--- src/rtl/walls_pkg.sv ---
// Shared playfield constants for the breakable-wall map and its burn slots.
// Row r of INIT_WALL_MAP is bit-indexed by column; pillars (odd,odd) and spawn corners stay clear.
package walls_pkg;

  localparam int unsigned GRID_W  = 16;
  localparam int unsigned GRID_H  = 12;
  localparam int unsigned FRAME_W = 4;

  localparam logic [GRID_H-1:0][GRID_W-1:0] INIT_WALL_MAP = {
    16'h0400,  // row 11
    16'h0000, 16'h0000, 16'h0000, 16'h0000, 16'h0000, 16'h0000, 16'h0000,
    16'h0104,  // row 3
    16'h0028,  // row 2
    16'h0054,  // row 1
    16'h0000   // row 0
  };

  localparam int unsigned INIT_WALL_COUNT = $countones(INIT_WALL_MAP);

  typedef struct packed {
    logic               active;
    logic [3:0]         col;
    logic [3:0]         row;
    logic [FRAME_W-1:0] frame;
  } burn_slot_t;

endpackage

--- src/rtl/rr_arbiter.sv ---
// Round-robin arbiter: one-hot grant, priority starts just after the last granted index.
module rr_arbiter #(
  parameter int unsigned NUM_REQ = 2
) (
  input  logic               clk,
  input  logic               rst_n,
  input  logic [NUM_REQ-1:0] req,
  output logic [NUM_REQ-1:0] grant
);

  localparam int unsigned PW = (NUM_REQ > 1) ? $clog2(NUM_REQ) : 1;

  logic [PW-1:0] ptr;
  logic [PW-1:0] ptr_next;
  logic [PW-1:0] idx;

  // Scan from the farthest offset down so the nearest requester is written last and wins.
  always_comb begin
    grant    = '0;
    ptr_next = ptr;
    idx      = '0;
    for (int unsigned k = NUM_REQ; k > 0; k--) begin
      idx = PW'((32'(ptr) + k - 1) % NUM_REQ);
      if (req[idx]) begin
        grant      = '0;
        grant[idx] = 1'b1;
        ptr_next   = PW'((32'(idx) + 1) % NUM_REQ);
      end
    end
  end

  always_ff @(posedge clk or negedge rst_n) begin
    if (!rst_n) begin
      ptr <= '0;
    end else if (|grant) begin
      ptr <= ptr_next;
    end
  end

endmodule

--- src/rtl/walls_map_ctrl.sv ---
// Breakable-wall map owner: arbitrates explosion hits, runs per-frame burn slots,
// and answers per-tile queries from the drawing path.
module walls_map_ctrl #(
  parameter int unsigned GRID_W      = walls_pkg::GRID_W,
  parameter int unsigned GRID_H      = walls_pkg::GRID_H,
  parameter int unsigned NUM_REQ     = 2,
  parameter int unsigned NUM_SLOTS   = 4,
  parameter int unsigned ANIM_FRAMES = 8
) (
  input  logic                                clk,
  input  logic                                resetN,
  input  logic                                startOfFrame,
  input  logic [NUM_REQ-1:0]                  req,
  input  logic [NUM_REQ*4-1:0]                req_col,
  input  logic [NUM_REQ*4-1:0]                req_row,
  output logic [NUM_REQ-1:0]                  ack,
  output logic                                hit_wall,
  input  logic [3:0]                          query_col,
  input  logic [3:0]                          query_row,
  output logic                                wall_present,
  output logic                                wall_burning,
  output logic [$clog2(ANIM_FRAMES)-1:0]      burn_frame,
  output logic [$clog2(GRID_W*GRID_H+1)-1:0]  walls_left,
  output logic                                all_cleared
);

  import walls_pkg::*;

  localparam int unsigned FW = $clog2(ANIM_FRAMES);
  localparam int unsigned LW = $clog2(GRID_W*GRID_H+1);
  localparam int unsigned SW = (NUM_SLOTS > 1) ? $clog2(NUM_SLOTS) : 1;
  localparam logic [FRAME_W-1:0] LAST_FRAME = FRAME_W'(ANIM_FRAMES - 1);

  logic [GRID_H-1:0][GRID_W-1:0] wall_map;
  burn_slot_t                    slots [NUM_SLOTS];

  logic [NUM_REQ-1:0] needs_slot;
  logic [NUM_REQ-1:0] eligible;
  logic [NUM_REQ-1:0] grant;
  logic [3:0]         rc, rr;
  logic               busy;
  logic               free_avail;
  logic [SW-1:0]      free_idx;
  logic               alloc;
  logic [3:0]         alloc_col, alloc_row;
  logic [LW-1:0]      expire_cnt;

  function automatic logic in_grid(input logic [3:0] c, input logic [3:0] r);
    return (32'(c) < GRID_W) && (32'(r) < GRID_H);
  endfunction

  // A slot is only needed for a live, not-yet-burning wall; everything else acks immediately.
  always_comb begin
    needs_slot = '0;
    rc         = '0;
    rr         = '0;
    busy       = 1'b0;
    for (int unsigned i = 0; i < NUM_REQ; i++) begin
      rc   = req_col[i*4 +: 4];
      rr   = req_row[i*4 +: 4];
      busy = 1'b0;
      for (int unsigned s = 0; s < NUM_SLOTS; s++) begin
        if (slots[s].active && slots[s].col == rc && slots[s].row == rr) busy = 1'b1;
      end
      needs_slot[i] = in_grid(rc, rr) && wall_map[rr][rc] && !busy;
    end

    free_avail = 1'b0;
    free_idx   = '0;
    for (int unsigned s = NUM_SLOTS; s > 0; s--) begin
      if (!slots[s-1].active) begin
        free_avail = 1'b1;
        free_idx   = SW'(s - 1);
      end
    end

    eligible = req & ~ack & (~needs_slot | {NUM_REQ{free_avail}});
  end

  rr_arbiter #(.NUM_REQ(NUM_REQ)) u_arb (
    .clk   (clk),
    .rst_n (resetN),
    .req   (eligible),
    .grant (grant)
  );

  always_comb begin
    alloc     = |(grant & needs_slot);
    alloc_col = '0;
    alloc_row = '0;
    for (int unsigned i = 0; i < NUM_REQ; i++) begin
      if (grant[i]) begin
        alloc_col = req_col[i*4 +: 4];
        alloc_row = req_row[i*4 +: 4];
      end
    end

    expire_cnt = '0;
    for (int unsigned s = 0; s < NUM_SLOTS; s++) begin
      if (startOfFrame && slots[s].active && slots[s].frame == LAST_FRAME)
        expire_cnt = expire_cnt + LW'(1);
    end
  end

  // Descending scan so the lowest matching slot supplies the frame.
  always_comb begin
    wall_present = in_grid(query_col, query_row) && wall_map[query_row][query_col];
    wall_burning = 1'b0;
    burn_frame   = '0;
    for (int unsigned s = NUM_SLOTS; s > 0; s--) begin
      if (slots[s-1].active && slots[s-1].col == query_col && slots[s-1].row == query_row) begin
        wall_burning = 1'b1;
        burn_frame   = slots[s-1].frame[FW-1:0];
      end
    end
  end

  always_ff @(posedge clk or negedge resetN) begin
    if (!resetN) begin
      wall_map <= INIT_WALL_MAP;
      for (int unsigned s = 0; s < NUM_SLOTS; s++) slots[s] <= '0;
      walls_left  <= LW'(INIT_WALL_COUNT);
      ack         <= '0;
      hit_wall    <= 1'b0;
      all_cleared <= 1'b0;
    end else begin
      ack      <= grant;
      hit_wall <= alloc;
      for (int unsigned s = 0; s < NUM_SLOTS; s++) begin
        if (startOfFrame && slots[s].active) begin
          if (slots[s].frame == LAST_FRAME) begin
            slots[s].active                      <= 1'b0;
            wall_map[slots[s].row][slots[s].col] <= 1'b0;
          end else begin
            slots[s].frame <= slots[s].frame + FRAME_W'(1);
          end
        end
      end
      if (alloc) begin
        slots[free_idx] <= '{active: 1'b1, col: alloc_col, row: alloc_row, frame: '0};
      end
      walls_left  <= (walls_left > expire_cnt) ? walls_left - expire_cnt : '0;
      all_cleared <= (walls_left == '0);
    end
  end

endmodule
--- config.mk ---
export PLATFORM = sky130hd
export DESIGN_NAME = walls_map_ctrl
export DESIGN_NICKNAME = d
export VERILOG_FILES = /design/src/rtl/walls_pkg.sv /design/src/rtl/rr_arbiter.sv /design/src/rtl/walls_map_ctrl.sv
export SDC_FILE = /design/constraint.sdc
export NUM_CORES = 1
export LEC_CHECK = 0
export CORE_MARGIN = 2
export CORE_UTILIZATION = 25
export CTS_CLUSTER_DIAMETER = 60
export CTS_CLUSTER_SIZE = 30
export DETAILED_ROUTE_END_ITERATION = 8
export DONT_BUFFER_PORTS = 1
export GPL_TIMING_DRIVEN = 1
export PLACE_DENSITY_LB_ADDON = 0.1
export SYNTH_ARGS = -nofsm -noshare
export SYNTH_HDL_FRONTEND = slang
export SYNTH_SLANG_ARGS = --single-unit
--- constraint.sdc ---
create_clock -name clk -period 8.1 [get_ports clk]
set_clock_uncertainty 0.15 [all_clocks]
set_input_delay 2.43 -clock clk [delete_from_list [all_inputs] [get_ports clk]]
set_output_delay 2.43 -clock clk [all_outputs]
set_load 0.05 [all_outputs]
==> summary.txt <==
Power and ir drop
  – Static Leak: 7.95 nW
  – Peak VDD IR: 0.131 mV
  – PD cells: 256 mW/mm²
  – Overall Power: 5.49 mW

Drt
  – Met3 WL post-DR: 10,100 µm
  – Routed WL per cell: 35.9 µm
  – DRT Pass-1 Iters: 6
  – ANT nets after route: 0
  – Wirelength, routed: 103,000 µm
  – Post-route DRC: 0
  – Via count: 18,800
  – Met2 WL: 46,300 µm
  – M1 wire length: 41,600 µm
  – Detailed Route Iter0 Violations: 2,429
  – Vias per inst: 6.57
  – Max Used Layer: met5

Synthesis
  – Mux contribution to synthesized area: 0.191
  – Ys flop type: dfrtp_1
  – Yosys Warn Count: 0
  – Synth Area in Compound Gates: 0.234
  – Syn Std Cell Area: 0.0193 mm²
  – Synth Area in Simple Gates: 0.133
  – Synthesized net count: 1,952
  – Syn Area/Cell: 10.1 µm²
  – Post-synth ARST share: 1.00
  – Flops & latches, synth: 257
  – Number of enable flip-flop cells after synthesis: 0
  – Seq/Total Area, Yosys: 0.334
  – Count of cell types in the netlist: 84
  – Adder-cell share of the synthesized area: 0.00753
  – Post-synthesis xor/xnor area fraction: 0.0491
  – Mapped Cells: 1,912
  – Largest family of logic cells by synthesized area: compound AO/OA/AOI/OAI gates

Clock network
  – Clock Path Buffers: 3
  – Post_cts resized: 0
  – Clock buffer count from CTS: 37
  – Clk Latency, worst-skew pair: 580 ps
  – Postcts setup bufs: 0
  – Root Driver: clkbuf_16
  – Clock-pin transition on the worst setup and hold timing paths: 70 ps
  – H-Tree Depth: 2
  – CTS tree: built
  – Clock Sinks: 257
  – # hold bufs at CTS: 0

Layout
  – Post-route cell area: 0.0214 mm²
  – Non-Filler Instances: 2,861
  – Finished Core Util: 0.281
  – Commonest non-fill, non-tap cells in the layout: dfrtp_1, o221ai_1, a221oi_1, nand2_1, nor2_1
  – Leading cell type in the layout, fill and taps excluded: dfrtp_1
  – Antenna Cells: 0
  – Syn-to-layout area delta: 11.2%
  – Layout cells sized above 1: 0.150
  – Layout Nets: 1,843

Placed design
  – Placer Congestion: 0.934
  – Area after DPL: 0.0201 mm²
  – Hpwl dp: 71,900 µm
  – Port bufs: 0
  – Placed cell count: 2,794

Setup path
  – Sum of buffers and inverters on the critical path: 3
  – Kind of cell adding the most delay to the critical path: simple AND/OR/NAND/NOR gates
  – Critical path's most frequent cell: nor3_1
  – Crit-path max cell delay: 570 ps
  – Data required, critical path: 5520 ps
  – CP Depth: 10
  – Critical path data arrival time: 4640 ps
  – Critical path type: input pin to output pin
  – Crit path cell chain: clkinv_1, nand2_1, buf_4, o22ai_1, nor3_1, nor3_1, nor3_1, a31oi_1, a221oi_2, buf_4
  – Crit-path max FO: 8
  – Reg2reg path depth: 18
  – Worst setup SP type: input pin
  – Critical-path top delay cell: a221oi_2
  – Worst setup EP type: output pin

STA
  – Final Hold Viols: 0
  – RSZ-0062 raised after global routing: false
  – Fin crit share: 0.891
  – FMAX: 139 MHz
  – Worst-Margin Slew: 1320 ps
  – Setup TNS Final: 0 ps
  – Final Slew Violations: 0
  – Fin crit period: 7220 ps
  – Worst slew margin: 0.113
  – Final setup viols: 0

GRT
  – Grt total ovfl: 0
  – Vias in the first global route: 18,300
  – Largest net degree at the start of global routing: 258
  – First-pass GRT wire length: 144,000 µm
  – GRT Overall Usage: 0.255
  – Initial antenna violation count: 3

Floorplan
  – Height of the die: 282 µm
  – Placeable Area: 0.0762 mm²
  – Die width: 282 µm
  – Starting Density: 0.253
  – Top-Level Pins: 46
  – Die ar.: 0.0794 mm²
  – Site row count: 101

Min path
  – HP Class: flop to flop
  – Hold Crit Depth: 2

Status
  – Status: finished, final reports clean

Job
  – Total of max-cap violations: 0
## synth_stat cells, drive strengths merged, types with 32 or more instances
cell,n,share of area
nand2,119,0.023
o21ai,35,0.0091
clkbuf,154,0.030
nor2,120,0.023
a221oi,177,0.080
xor2,32,0.015
mux2i,112,0.058
nor3,58,0.016
buf,47,0.017
o221ai,181,0.082
dfrtp,248,0.32
mux2,34,0.023
nand3,71,0.018
xnor2,76,0.035
o22ai,38,0.012
mux4,93,0.11
## cells by family after synthesis
| group | count (synthesis) |
|---|---|
| AOI/OAI and AO/OA | 556 |
| xor gates and xnor gates | 108 |
| adders and majority gates | 11 |
| buffers and inverters | 223 |
| DFF | 257 |
| muxes | 239 |
| other | 1 |
| and+or+nand+nor | 517 |
## metrics by stage
stage,hold WS [ps],setup WS (ps)
floorplan,313,16.0
global placement,340,951
detailed placement,340,998
CTS,356,995
global route,386,862
finish,359,885
## final timing paths
path                                   start             to  slack, ps
worst max-delay path            query_row[3]   wall_present        880
worst min-delay path            wall_map[35]   wall_map[35]        360
worst max register to register     slots[26]  walls_left[7]       3750
worst min register to register  wall_map[35]   wall_map[35]        360
max in group asynchronous             resetN  wall_map[165]       5490
min in group asynchronous             resetN  walls_left[6]       1400
## routing by layer
layer,vias up,GRT usage
met5,-,0
met4,4,0.113
met3,245,0.0679
met2,1266,0.398
met1,9744,0.331
li1,7539,-
## power by group
part | switching (mW) | internal (mW) | leakage, nW | total (mW)
sequential | 0.436 | 1.43 | 3.47 | 1.87
combinational | 1.25 | 0.578 | 3.84 | 1.83
clock | 0.707 | 1.09 | 0.642 | 1.80
total | 2.39 | 3.10 | 7.95 | 5.49
## tightest hold or removal path, delay by kind of cell, from the launching register on
kind | cells | cell delay, ps
flops | 1 | 390
compound gates | 2 | 120
## cell type report
type | count | area, µm²
timing repair buffer | 53 | 398
inverter | 22 | 82.6
clock inverter | 22 | 312
clock buffer | 45 | 1010
sequential | 257 | 6440
tap | 1030 | 1290
multi-input combinational | 1432 | 11900
fill | 7942 | 54800
Note: power is estimated with default switching activity, not from simulation.
